[config.mk]
export PLATFORM = sky130hd
export DESIGN_NAME = tmds_link_ctrl
export DESIGN_NICKNAME = d
export VERILOG_FILES = /design/src/rtl/tmds_pkg.sv /design/src/rtl/display_timing.sv /design/src/rtl/tmds_link_ctrl.sv
export SDC_FILE = /design/constraint.sdc
export NUM_CORES = 1
export LEC_CHECK = 0
export BUFFER_PORTS_ARGS = -buffer_cell sky130_fd_sc_hd__buf_2
export CORE_MARGIN = 1
export CORE_UTILIZATION = 50
export CTS_CLUSTER_DIAMETER = 40
export DETAILED_ROUTE_END_ITERATION = 12
export PLACE_DENSITY = 0.73
export SLEW_MARGIN = 10
export SYNTH_ARGS = -nofsm -noshare
export SYNTH_HDL_FRONTEND = slang
export SYNTH_HIERARCHICAL = 1
export SYNTH_SLANG_ARGS = --single-unit
[constraint.sdc]
create_clock -name i_clk -period 2.6 [get_ports i_clk]
set_input_delay 0.52 -clock i_clk [delete_from_list [all_inputs] [get_ports i_clk]]
set_output_delay 0.52 -clock i_clk [all_outputs]
set_load 0.005 [all_outputs]
[src/rtl/tmds_pkg.sv]
// -----------------------------------------------------------------------------
// tmds_pkg
// Shared definitions for the TMDS link controller:
//   - state_t   : link bring-up FSM state encoding (HOLD -> PRIME -> RUN)
//   - TOK_xx    : the four TMDS control-period tokens, indexed by {C1,C0}
//   - ctrl_token: maps a {C1,C0} pair to its 10-bit control token
// No ports (package).
// -----------------------------------------------------------------------------
package tmds_pkg;

    typedef enum logic [1:0] {
        ST_HOLD  = 2'd0,
        ST_PRIME = 2'd1,
        ST_RUN   = 2'd2
    } state_t;

    localparam logic [9:0] TOK_00 = 10'b1101010100;
    localparam logic [9:0] TOK_01 = 10'b0010101011;
    localparam logic [9:0] TOK_10 = 10'b0101010100;
    localparam logic [9:0] TOK_11 = 10'b1010101011;

    function automatic logic [9:0] ctrl_token(input logic [1:0] c);
        logic [9:0] tok;
        case (c)
            2'b00:   tok = TOK_00;
            2'b01:   tok = TOK_01;
            2'b10:   tok = TOK_10;
            default: tok = TOK_11;
        endcase
        return tok;
    endfunction

endpackage

[src/rtl/display_timing.sv]
// -----------------------------------------------------------------------------
// display_timing
// Raster position counters with sync, active-area and frame-start generation.
// All outputs are registered and describe the same raster position.
// Ports:
//   i_clk, i_rst     : clock, synchronous active-high reset
//   i_en             : raster runs during the coming cycle (link in RUN)
//   i_start          : coming cycle is the first RUN cycle (restart at 0,0)
//   o_sx, o_sy       : current pixel / line position
//   o_de             : active-area strobe
//   o_hsync, o_vsync : sync levels (polarity set by SYNC_ACT)
//   o_frame          : one-cycle pulse at position (0,0)
// -----------------------------------------------------------------------------
module display_timing #(
    parameter int H_ACTIVE = 640,
    parameter int H_FP     = 16,
    parameter int H_SYNC   = 96,
    parameter int H_BP     = 48,
    parameter int V_ACTIVE = 480,
    parameter int V_FP     = 10,
    parameter int V_SYNC   = 2,
    parameter int V_BP     = 33,
    parameter int SYNC_ACT = 0
) (
    input  logic        i_clk,
    input  logic        i_rst,
    input  logic        i_en,
    input  logic        i_start,
    output logic [15:0] o_sx,
    output logic [15:0] o_sy,
    output logic        o_de,
    output logic        o_hsync,
    output logic        o_vsync,
    output logic        o_frame
);

    localparam int   H_TOTAL = H_ACTIVE + H_FP + H_SYNC + H_BP;
    localparam int   V_TOTAL = V_ACTIVE + V_FP + V_SYNC + V_BP;
    localparam logic SA      = (SYNC_ACT != 0);

    logic [15:0] r_sx, r_sy;
    logic        r_de, r_hs, r_vs, r_frame;
    logic [15:0] w_nx, w_ny;

    // Position the registers will hold after this edge.
    always_comb begin
        w_nx = r_sx + 16'd1;
        w_ny = r_sy;
        if (i_start) begin
            w_nx = '0;
            w_ny = '0;
        end else if (r_sx == 16'(H_TOTAL - 1)) begin
            w_nx = '0;
            w_ny = (r_sy == 16'(V_TOTAL - 1)) ? 16'd0 : r_sy + 16'd1;
        end
    end

    // Flags are decoded from the next position so they line up with it.
    always_ff @(posedge i_clk) begin
        if (i_rst || !i_en) begin
            r_sx    <= '0;
            r_sy    <= '0;
            r_de    <= 1'b0;
            r_hs    <= ~SA;
            r_vs    <= ~SA;
            r_frame <= 1'b0;
        end else begin
            r_sx    <= w_nx;
            r_sy    <= w_ny;
            r_de    <= (w_nx < 16'(H_ACTIVE)) && (w_ny < 16'(V_ACTIVE));
            r_hs    <= ((w_nx >= 16'(H_ACTIVE + H_FP)) &&
                        (w_nx <  16'(H_ACTIVE + H_FP + H_SYNC))) ? SA : ~SA;
            r_vs    <= ((w_ny >= 16'(V_ACTIVE + V_FP)) &&
                        (w_ny <  16'(V_ACTIVE + V_FP + V_SYNC))) ? SA : ~SA;
            r_frame <= (w_nx == 16'd0) && (w_ny == 16'd0);
        end
    end

    assign o_sx    = r_sx;
    assign o_sy    = r_sy;
    assign o_de    = r_de;
    assign o_hsync = r_hs;
    assign o_vsync = r_vs;
    assign o_frame = r_frame;

endmodule

[src/rtl/tmds_link_ctrl.sv]
// -----------------------------------------------------------------------------
// tmds_link_ctrl
// Brings up a TMDS serializer link (reset hold, settle, run), generates the
// raster timing, and muxes encoded pixel words / control tokens onto the
// three serializer channels, aligned to the external encoder latency.
// Ports:
//   i_clk, i_rst           : pixel clock, synchronous active-high reset
//   i_tmds_ch0..2   [9:0]  : encoded words, valid ENC_LAT cycles after o_pix_req
//   o_tmds_ch0..2   [9:0]  : registered words to the 10:1 serializers
//   o_sx, o_sy      [15:0] : current raster position
//   o_pix_req              : active-area strobe (request to the encoder)
//   o_hsync, o_vsync       : sync levels
//   o_frame                : frame-start pulse
//   o_rst_oserdes          : serializer reset (active high)
//   o_link_up              : high while the link is running
// -----------------------------------------------------------------------------
module tmds_link_ctrl
    import tmds_pkg::*;
#(
    parameter int H_ACTIVE = 640,
    parameter int H_FP     = 16,
    parameter int H_SYNC   = 96,
    parameter int H_BP     = 48,
    parameter int V_ACTIVE = 480,
    parameter int V_FP     = 10,
    parameter int V_SYNC   = 2,
    parameter int V_BP     = 33,
    parameter int SYNC_ACT = 0,
    parameter int ENC_LAT  = 1,
    parameter int RST_HOLD = 16,
    parameter int PRIME    = 4
) (
    input  logic        i_clk,
    input  logic        i_rst,
    input  logic [9:0]  i_tmds_ch0,
    input  logic [9:0]  i_tmds_ch1,
    input  logic [9:0]  i_tmds_ch2,
    output logic [9:0]  o_tmds_ch0,
    output logic [9:0]  o_tmds_ch1,
    output logic [9:0]  o_tmds_ch2,
    output logic [15:0] o_sx,
    output logic [15:0] o_sy,
    output logic        o_pix_req,
    output logic        o_hsync,
    output logic        o_vsync,
    output logic        o_frame,
    output logic        o_rst_oserdes,
    output logic        o_link_up
);

    localparam logic SA = (SYNC_ACT != 0);

    state_t      r_state;
    logic [15:0] r_cnt;
    logic        r_rst_oserdes;
    logic        r_link_up;

    logic        w_start;
    logic        w_run_next;
    logic        w_de, w_hs, w_vs;

    // Alignment shift register; index ENC_LAT-1 lines up with i_tmds_*.
    logic [ENC_LAT-1:0] r_de_p, r_hs_p, r_vs_p;
    logic [9:0]         r_ch0_p1, r_ch1_p1, r_ch2_p1;

    // The raster must show (0,0) in the same cycle link_up first rises, so
    // the timing block is told one edge ahead that RUN is about to begin.
    assign w_start    = !i_rst && (r_state == ST_PRIME) && (r_cnt == 16'(PRIME - 1));
    assign w_run_next = !i_rst && ((r_state == ST_RUN) || w_start);

    always_ff @(posedge i_clk) begin
        if (i_rst) begin
            r_state       <= ST_HOLD;
            r_cnt         <= '0;
            r_rst_oserdes <= 1'b1;
            r_link_up     <= 1'b0;
        end else begin
            case (r_state)
                ST_HOLD: begin
                    if (r_cnt == 16'(RST_HOLD - 1)) begin
                        r_state       <= ST_PRIME;
                        r_cnt         <= '0;
                        r_rst_oserdes <= 1'b0;
                    end else begin
                        r_cnt <= r_cnt + 16'd1;
                    end
                end
                ST_PRIME: begin
                    if (r_cnt == 16'(PRIME - 1)) begin
                        r_state   <= ST_RUN;
                        r_cnt     <= '0;
                        r_link_up <= 1'b1;
                    end else begin
                        r_cnt <= r_cnt + 16'd1;
                    end
                end
                ST_RUN: begin
                    r_state <= ST_RUN;
                end
                default: begin
                    r_state       <= ST_HOLD;
                    r_cnt         <= '0;
                    r_rst_oserdes <= 1'b1;
                    r_link_up     <= 1'b0;
                end
            endcase
        end
    end

    display_timing #(
        .H_ACTIVE (H_ACTIVE),
        .H_FP     (H_FP),
        .H_SYNC   (H_SYNC),
        .H_BP     (H_BP),
        .V_ACTIVE (V_ACTIVE),
        .V_FP     (V_FP),
        .V_SYNC   (V_SYNC),
        .V_BP     (V_BP),
        .SYNC_ACT (SYNC_ACT)
    ) u_timing (
        .i_clk   (i_clk),
        .i_rst   (i_rst),
        .i_en    (w_run_next),
        .i_start (w_start),
        .o_sx    (o_sx),
        .o_sy    (o_sy),
        .o_de    (w_de),
        .o_hsync (w_hs),
        .o_vsync (w_vs),
        .o_frame (o_frame)
    );

    // Stage p0: delay de/sync by the encoder latency. Held clear outside
    // RUN so a restart never replays de from a previous frame.
    always_ff @(posedge i_clk) begin
        if (i_rst || (r_state != ST_RUN)) begin
            r_de_p <= '0;
            r_hs_p <= {ENC_LAT{~SA}};
            r_vs_p <= {ENC_LAT{~SA}};
        end else begin
            r_de_p[0] <= w_de;
            r_hs_p[0] <= w_hs;
            r_vs_p[0] <= w_vs;
            for (int i = 1; i < ENC_LAT; i++) begin
                r_de_p[i] <= r_de_p[i-1];
                r_hs_p[i] <= r_hs_p[i-1];
                r_vs_p[i] <= r_vs_p[i-1];
            end
        end
    end

    // Stage p1: channel mux; encoder words are only taken while delayed de=1.
    always_ff @(posedge i_clk) begin
        if (!w_run_next) begin
            r_ch0_p1 <= TOK_00;
            r_ch1_p1 <= TOK_00;
            r_ch2_p1 <= TOK_00;
        end else if (r_de_p[ENC_LAT-1]) begin
            r_ch0_p1 <= i_tmds_ch0;
            r_ch1_p1 <= i_tmds_ch1;
            r_ch2_p1 <= i_tmds_ch2;
        end else begin
            r_ch0_p1 <= ctrl_token({r_vs_p[ENC_LAT-1], r_hs_p[ENC_LAT-1]});
            r_ch1_p1 <= TOK_00;
            r_ch2_p1 <= TOK_00;
        end
    end

    assign o_tmds_ch0    = r_ch0_p1;
    assign o_tmds_ch1    = r_ch1_p1;
    assign o_tmds_ch2    = r_ch2_p1;
    assign o_pix_req     = w_de;
    assign o_hsync       = w_hs;
    assign o_vsync       = w_vs;
    assign o_rst_oserdes = r_rst_oserdes;
    assign o_link_up     = r_link_up;

endmodule
# == Word level (Yosys, flattened, before mapping) ==
# Index checks and enable logic that the tools add are counted.
# Widths: inputs -> output; s select.
# classes
n_addsub,3
order_cmp,6
bitwise_logic,2
muxes,19
eq_ne,11
reduce_logical,22
# op_table
operator,count
$mux 16,7
$add 16x1->16 const B,3
$pmux 16 s3,1
$eq 16x10->1 const B,2
$logic_not 16->1,2
$lt 16x10->1 const B,2
$lt 16x9->1 const B,2
$pmux 10 s3,1
$eq 16x2->1 const B,1
$eq 16x4->1 const B,1
$ge 16x10->1 const B,1
$ge 16x9->1 const B,1
$mux 10,1
$reduce_and 2->1,4
$logic_and 1x1->1,7
$pmux 2 s3,1
$eq 2x1->1 const B,2
$eq 2x2->1 const B,2
$logic_not 2->1,2
$mux 1,4
$mux 2,2
$ne 2x2->1 const B,2
$pmux 1 s2,2
$reduce_or 2->1,2
other kinds (4),8
# word_totals
register_bits,89
in_bits,32
output_inout_bits,68
elab_cells,79

# == Logic depth before layout (Yosys ltp) ==
# Gate-level depths: netlist (run 1).
# depth
word_depth,7
depth_mapped,12
mapped_depth_nobuf,10

# == Modules after synthesis ==
# The synthesis (run 1) kept the hierarchy.
# by_module_without_submodules
module,area_per_inst_um2,cells_per_inst,seq_area_each_um2,instances
display_timing,2547.4,320,720.7,1
tmds_link_ctrl,2173.3,237,1061.0,1

# == Least setup slack after synthesis (run 1) ==
# OpenSTA, ideal clock, no wires.
# synth_path
kind,reg-to-reg
start,register r_cnt[0]
end,register u_timing.r_vs (netlist: u_timing/o_vsync)
n_path_buf,2
path_slack_ns,0.020
required_ns,2.466
synth_period_minus_slack_ns,2.580
arrival_time_ns,2.446
stages_incl_launch_ff,12
setup_time_ns,0.134
cell_sequence,dfxtp_1 -> ha_1 -> nor3b_1 -> nand3b_1 -> o22a_2 -> inv_2 -> buf_2 -> nand2b_1 -> clkbuf_1 -> nand2b_1 -> a21o_1 -> or4b_1
# synth_between
elab_chain_cells,6
elab_cells_between_ends,11
cone_classes,order compare: 2; eq/ne: 1; mux: 2; reduce/logical: 6
# synth_lines
element,line_no,text
"start, declared",tmds_link_ctrl.sv:54,logic [15:0] r_cnt;
"start signal, assigned",tmds_link_ctrl.sv:85,r_cnt <= r_cnt + 16'd1;
"start signal, assigned",tmds_link_ctrl.sv:94,r_cnt <= r_cnt + 16'd1;
$eq 16x2->1,tmds_link_ctrl.sv:68,assign w_start = !i_rst && (r_state == ST_PRIME) && (r_cnt == 16'(PRIME - 1));
$logic_and 1x1->1,tmds_link_ctrl.sv:68,
$logic_or 1x1->1,tmds_link_ctrl.sv:69,assign w_run_next = !i_rst && ((r_state == ST_RUN) || w_start);
$logic_and 1x1->1,tmds_link_ctrl.sv:69,
via w_run_next,tmds_link_ctrl.sv:59,logic w_run_next;
$logic_not 1->1,display_timing.sv:60,if (i_rst || !i_en) begin
$logic_or 1x1->1,display_timing.sv:60,
"end signal, assigned",display_timing.sv:65,r_vs <= ~SA;
"end signal, assigned",display_timing.sv:73,r_vs <= ((w_ny >= 16'(V_ACTIVE + V_FP)) &&
"end, declared",display_timing.sv:42,"logic r_de, r_hs, r_vs, r_frame;"
# The timed path passes the listed nets, and every way through them passes these cells.
# A chain may end at the register's enable or synchronous reset.

# == Worst setup path in the final report (run 1) ==
# layout_path
start,register u_timing.r_sy[0] (netlist: u_timing/o_sy[0])
end,register u_timing.r_vs (netlist: u_timing/o_vsync)
# layout_between
elab_chain_cells,7
elab_cells_between_ends,9
cone_classes,add/sub: 1; order compare: 2; eq/ne: 1; mux: 4; reduce/logical: 1
# layout_lines
element,line_no,text
"start, declared",display_timing.sv:41,"logic [15:0] r_sx, r_sy;"
"start signal, assigned",display_timing.sv:69,r_sy <= w_ny;
$add 16x1->16 / $eq 16x10->1 (equally long branches),display_timing.sv:54,w_ny = (r_sy == 16'(V_TOTAL - 1)) ? 16'd0 : r_sy + 16'd1;
$mux 16,display_timing.sv:54,
$mux 16 *,display_timing.sv:52,end else if (r_sx == 16'(H_TOTAL - 1)) begin
$mux 16 *,display_timing.sv:49,if (i_start) begin
$ge 16x9->1 / $lt 16x9->1 (equally long branches),"display_timing.sv:73, display_timing.sv:74",
$logic_and 1x1->1 *,display_timing.sv:73,
$mux 1 *,display_timing.sv:74,(w_ny < 16'(V_ACTIVE + V_FP + V_SYNC))) ? SA : ~SA;
# Mark *: on every way between the ends. The rest lies on a longest branch, timed or not.

==> flow_summary.yaml, run 1 <==
die:
  io_pins: 100
  coreArea_um2: 9200
  fp-row-count: 35
  chipHeight_um: 99.2
  start_util: 0.513
  dieArea_um2: 9830
  die_x_um: 99.2
timing:
  holdWs_ns: 0.328
  setup_viol: 0
  rsz0062_at_grt: "true"
  finalMaxSlewViolations: 0
  finalHoldViolCount: 0
  tightest_slew_ns: 0.670
  fin_skew_ns: 0.0125
  max_freq_mhz: 390
  fin_crit_ns: 2.56
  tns_ns: 0
  slew_headroom: 0.550
  fin_crit_sh: 0.986
logic_synthesis:
  ys_seq_elements: 89
  synth_edf_count: 0
  yosys-top-cells-count: "dfxtp_1, nand2_1, nor2_1"
  synth_top_area_cell: "dfxtp_1"
  postSynthCellCount: 557
  syn_area_per_cell_um2: 8.48
  synth-seq-area-share: 0.377
  synthArstFlopShare: 0
  yosysWarnings: 6
  synth_most_common_cell: "dfxtp_1"
  syn_nets: 596
  synthTopCellsByArea: "dfxtp_1, nand2_1, nor2_1"
  synthFlopType: "dfxtp_1"
  yosysUniqueCellTypes: 71
  synthesis.area_um2: 4720
  synth_top_area_frac: 0.377
cts:
  cts.reportedPaths.clkPinSlew_ns: 0.11
  hold_buffers: 0
  clk_latency_ns: 0.37
  cts_buffers: 9
  h-tree-depth: 3
  cts_buffer_depth: 2
  cts_sinks: 89
  cts_root_buf: "clkbuf_8"
  cts_tree: "done"
hold_path:
  hold_path_depth: 2
  hold_end: "o_tmds_ch2[4]$_SDFF_PN1_"
  hp-class: "input pin to flop"
  worstHoldStart: "i_tmds_ch2[4]"
setup_path:
  reg2reg_setup_slack_ns: 0.04
  crit_arrival_ns: 2.81
  slowest_stage: "or4b_1"
  path_max_fanout: 6
  critPathLaunchType: "flop"
  critPathKind: "flop to flop"
  max_stage_delay_ns: 0.54
  critPathLaunch: "u_timing/o_sy[0]$_SDFF_PP0_"
  rr_endpoint: "u_timing/o_vsync$_SDFF_PP1_"
  cp_top_family: "simple AND/OR/NAND/NOR gates"
  crit_cells: 8
  ff2ff_path_depth: 8
  path_buf_inv: 1
  reg2reg_from: "u_timing/o_sy[0]$_SDFF_PP0_"
  cp_common_cell: "o211ai_1"
  crit_path_cell_trace: "inv_4, ha_4, or4b_4, nor4_4, a41oi_2, o211ai_1, o211ai_1, or4b_1"
  crit_required_ns: 2.85
  endpoint_kind: "flop"
pwr:
  combPwrFrac: 0.089
  p_clk_frac: 0.366
  sw_frac_of_total: 0.283
  powerDensity_nw_per_um2: 452
  irDropWorstVdd_v: 0.000227
  p_int_w: 0.00187
  seq_power_share: 0.545
  p_leak_nw: 2.25
  finalPower_w: 0.00260
  switching_power_w: 0.000735
route:
  vias_per_cell: 5.77
  firstDrtPassIters: 5
  drtIter0Drc: 233
  drt-total-wl_mm: 12.1
  wl_per_cell_um: 15.2
  drc_errors: 0
  ant_nets: 0
  num_vias: 4595
global_route:
  grt_max_degree: 27
  track_usage: 0.250
  antenna_found_initial: 0
  grt_pass1_wl_mm: 19.9
  grt_pass1_vias: 4219
  overflow: 0
place:
  place.gp.congestion: 0.952
  io_buffers: 99
  dp.final_hpwl_mm: 8.79
  place_inst: 775
finish:
  drive_gt1_frac: 0.299
  num_antenna_cells: 0
  nNetsFinal: 719
  fillers: 812
  fin_util: 0.626
  fin_cells: 796
  synthToLayoutAreaGrowth_pct: 22.0
job:
  drv_cap: 0
outcome:
  status: "completed"
-- power by group through the flow --
stage	Clock, W	Sequential (W)	Combinational (W)
5_1_grt	0.00103	0.00142	0.000262
4_1_cts	0.000982	0.00142	0.000232
6_report	0.000952	0.00142	0.000232
3_3_place_gp	0	0.00145	0.000227
2_1_floorplan	0	0.00145	0.000166
3_5_place_dp	0	0.00145	0.000231
-- cell families after synthesis --
group,synth area share
mux,0.00663
flops,0.377
simple gates,0.365
xor+xnor,0.0631
fa+ha+maj,0.0186
buf+inv,0.0671
compound gates,0.103
-- placed cells by master (no fill, tap or decap), types with 3 or more instances in the layout --
cell,count
nor4_4,4
inv_8,4
or4_4,3
o21ai_1,4
a21oi_1,18
nor4_2,3
nand4_1,22
or4_1,8
nand2_1,55
nor3b_1,4
or4b_1,3
ha_1,6
nand3b_1,5
xnor2_1,22
nor2_1,51
buf_2,99
nor4_1,10
xor2_1,12
inv_1,13
and2_1,5
dfxtp_1,87
nand3_1,32
nor4b_2,3
clkbuf_8,9
and4_1,3
o21ai_0,14
and3_1,17
o211ai_1,6
a31oi_1,9
buf_4,53
nand2b_1,16
nor3_1,18
or3_1,9
-- layout make-up --
cell class | instances | area [µm²] | area share
clock buffers | 9 | 124 | 0.0215
repair buffers | 152 | 893 | 0.155
well taps | 111 | 139 | 0.0241
flip-flops and latches | 89 | 1790 | 0.311
inverters | 17 | 68.8 | 0.0119
clock inverters | 7 | 70.1 | 0.0122
multi-input cells | 411 | 2680 | 0.464
-- flip-flops by register name, summed over array words and instances, names as in the netlist --
signal	count
u_timing/o_de	1
r_cnt	16
o_tmds_ch0	10
r_state	2
r_hs_p	1
u_timing/o_vsync	1
u_timing/o_hsync	1
r_vs_p	1
o_tmds_ch2	10
u_timing/o_sx	16
u_timing/o_frame	1
o_rst_oserdes	1
o_tmds_ch1	10
r_de_p	1
o_link_up	1
u_timing/o_sy	16
-- timing repair --
action | 4_1_cts | 5_1_grt
endpoints found under the setup margin | 1 | 12
pin swaps | 0 | 6
setup buffers | 0 | 5
gates resized for setup | 1 | 16
-- routing by layer --
layer	share of wire	global-route usage	wire length [µm]	vias to the layer above
li1	-	-	-	2240
met1	0.43	0.325	5240	2129
met2	0.47	0.419	5750	198
met3	0.071	0.0358	858	28
met4	0.023	0.103	282	0
met5	0	0	0	-
-- worst max-delay path by stage --
| stage | end | slack (ns) |
|---|---|---|
| floorplan | u_timing/o_vsync$_SDFF_PP1_ | 0.02 |
| global placement | u_timing/o_vsync$_SDFF_PP1_ | 0.15 |
| detailed placement | u_timing/o_vsync$_SDFF_PP1_ | 0.005 |
| CTS | u_timing/o_vsync$_SDFF_PP1_ | 0.06 |
| global route | u_timing/o_vsync$_SDFF_PP1_ | -0.09 |
| finish | u_timing/o_vsync$_SDFF_PP1_ | 0.04 |
-- worst register-to-register path: stages (launching register included) --
cell and delay [ns]:
dfxtp_4 0.37, inv_4 0.07, ha_4 0.12, or4b_4 0.46, nor4_4 0.42, a41oi_2 0.06
o211ai_1 0.26, o211ai_1 0.15, or4b_1 0.54
-- through the flow --
stage          cell area, µm²  setup WS [ns]
3_3_place_gp             5460          0.148
5_1_grt                  5760        -0.0900
3_5_place_dp             5460        0.00477
6_report                 5760         0.0372
4_1_cts                  5660         0.0634
2_1_floorplan            4720         0.0199
No activity file was read; power rests on OpenSTA's default activity.
==> run 2: changes to the inputs <==
--- a/config.mk
+++ b/config.mk
@@ -8,8 +8,10 @@
 export BUFFER_PORTS_ARGS = -buffer_cell sky130_fd_sc_hd__buf_2
 export CORE_MARGIN = 1
 export CORE_UTILIZATION = 50
+export CTS_BUF_LIST = sky130_fd_sc_hd__clkbuf_16
 export CTS_CLUSTER_DIAMETER = 40
 export DETAILED_ROUTE_END_ITERATION = 12
+export HOLD_SLACK_MARGIN = 0.15
 export PLACE_DENSITY = 0.73
 export SLEW_MARGIN = 10
 export SYNTH_ARGS = -nofsm -noshare
==> run 2 against run 1 <==
Compared with the run above: the run now ends with setup timing left; via count grew 0.85%; fmax decreased by 4.1%; global-route usage rose by 0.10 points; hold slack better by 0.033 ns; critical endpoint unchanged; largest cell class unchanged; largest power group unchanged.
==> flow_summary.yaml, run 2 (synthesized netlist as in run 1, its figures left out) <==
cts:
  cts_root_buf: "clkbuf_16"
  cts_buffers: 9
  clk_latency_ns: 0.34
  cts.reportedPaths.clkPinSlew_ns: 0.07
  cts_sinks: 89
  cts_buffer_depth: 2
  cts_tree: "done"
  h-tree-depth: 3
pwr:
  sw_frac_of_total: 0.263
  seq_power_share: 0.482
  powerDensity_nw_per_um2: 501
  p_clk_frac: 0.438
  p_leak_nw: 2.30
  combPwrFrac: 0.079
  irDropWorstVdd_v: 0.000307
  switching_power_w: 0.000772
  p_int_w: 0.00217
timing:
  finalMaxSlewViolations: 0
  tns_ns: -0.0736
  holdWs_ns: 0.361
  fin_crit_sh: 1.03
  fin_skew_ns: 0.00661
  slew_headroom: 0.506
  setup_viol: 1
  max_freq_mhz: 374
  finalWorstSetupSlack_ns: -0.0736
  fin_crit_ns: 2.67
  finalHoldViolCount: 0
  tightest_slew_ns: 0.736
  rsz0062_at_grt: "true"
place:
  io_buffers: 99
  dp.final_hpwl_mm: 8.79
  place_inst: 775
  place.gp.congestion: 0.952
finish:
  drive_gt1_frac: 0.299
  num_antenna_cells: 0
  synthToLayoutAreaGrowth_pct: 24.1
  fin_cells: 796
  final_common_cell: "buf_2"
  fillers: 802
  nNetsFinal: 719
  layout_common_cells: "buf_2, dfxtp_1, nand2_1"
route:
  drc_errors: 0
  ant_nets: 0
  wl_per_cell_um: 15.5
  drtIter0Drc: 299
  drt-total-wl_mm: 12.3
  firstDrtPassIters: 6
  vias_per_cell: 5.82
  num_vias: 4634
global_route:
  antenna_found_initial: 0
  grt_max_degree: 27
  track_usage: 0.251
  overflow: 0
  grt_pass1_wl_mm: 20.2
  grt_pass1_vias: 4241
setup_path:
  critPathKind: "flop to flop"
  crit_required_ns: 2.81
  critPathLaunchType: "flop"
  crit_arrival_ns: 2.88
  crit_path_cell_trace: "buf_4, nand4_1, buf_4, nor3_1, a31oi_1, nand3_1, o211ai_1, or4b_1"
  max_stage_delay_ns: 0.62
  endpoint_kind: "flop"
  reg2reg_setup_slack_ns: -0.07
  path_max_fanout: 10
  slowest_stage: "nor3_1"
  cp_common_cell: "buf_4"
die:
  io_pins: 100
  coreArea_um2: 9200
  fp-row-count: 35
  chipHeight_um: 99.2
  start_util: 0.513
  dieArea_um2: 9830
  die_x_um: 99.2
outcome:
  violations: "setup timing"
  status: "complete, but fails checks"
job:
  drv_cap: 0
hold_path:
  hp-class: "input pin to flop"
[run 2: cell counts in the layout (fill, tap and decap cells not counted)]
No cell type changed its count.
[run 2: stage by stage]
step	total power, W	util	setup WS [ns]	instance area (µm²)
2_1_floorplan	0.00161	-	0.0199	4720
3_3_place_gp	0.00167	0.594	0.148	5460
3_5_place_dp	0.00168	0.594	0.00477	5460
4_1_cts	0.00296	0.627	0.0375	5760
5_1_grt	0.00306	0.637	-0.130	5860
6_report	0.00294	0.637	-0.0736	5860
[run 2: power by group through the flow]
stage	Sequential, W	Clock [W]	Combinational (W)
final	0.00142	0.00129	0.000233
after global routing	0.00142	0.00138	0.000262
after CTS	0.00142	0.00131	0.000232
after detailed placement	0.00145	0	0.000231
after global placement	0.00145	0	0.000227
after floorplan	0.00145	0	0.000166
[run 2: metal layers]
metal	wire, µm	global-route usage	vias to the layer above
li1	-	-	2245
met2	5860	0.419	182
met3	843	0.0401	29
met5	0	0	-
met1	5410	0.331	2178
met4	234	0.0905	0
[run 2: final cells by class]
cell class                 count  area (µm²)  share of cell area
clock buffer                   9         225              0.0384
clock inverter                 7        70.1              0.0120
inverter                      17        68.8              0.0117
multi-input combinational    411        2680               0.456
sequential                    89        1790               0.305
tap                          111         139              0.0237
timing repair buffer         152         893               0.152
[run 2: worst paths after layout]
check                                            startpoint                     endpoint  depth (start not counted)
worst min-delay path                          i_tmds_ch2[4]     o_tmds_ch2[4]$_SDFF_PN1_                          2
worst max-delay path            u_timing/o_sy[5]$_SDFF_PP0_  u_timing/o_vsync$_SDFF_PP1_                          8
worst max register to register  u_timing/o_sy[5]$_SDFF_PP0_  u_timing/o_vsync$_SDFF_PP1_                          8
worst min register to register  u_timing/o_vsync$_SDFF_PP1_            r_vs_p$_SDFF_PP1_                          1
[run 2: repair_timing]
item,CTS,global route
hold buffers,0,0
resized for setup,1,16
pin swaps,0,6
setup buffers,0,5
setup endpoints to repair,1,12
[run 2: critical path, delay by kind of cell (launching register included)]
| kind | cells | cell delay (ns) |
|---|---|---|
| AND/OR/NAND/NOR | 4 | 1.46 |
| buffers and inverters | 2 | 0.39 |
| AO/OA/AOI/OAI | 2 | 0.29 |
| flip-flops | 1 | 0.40 |
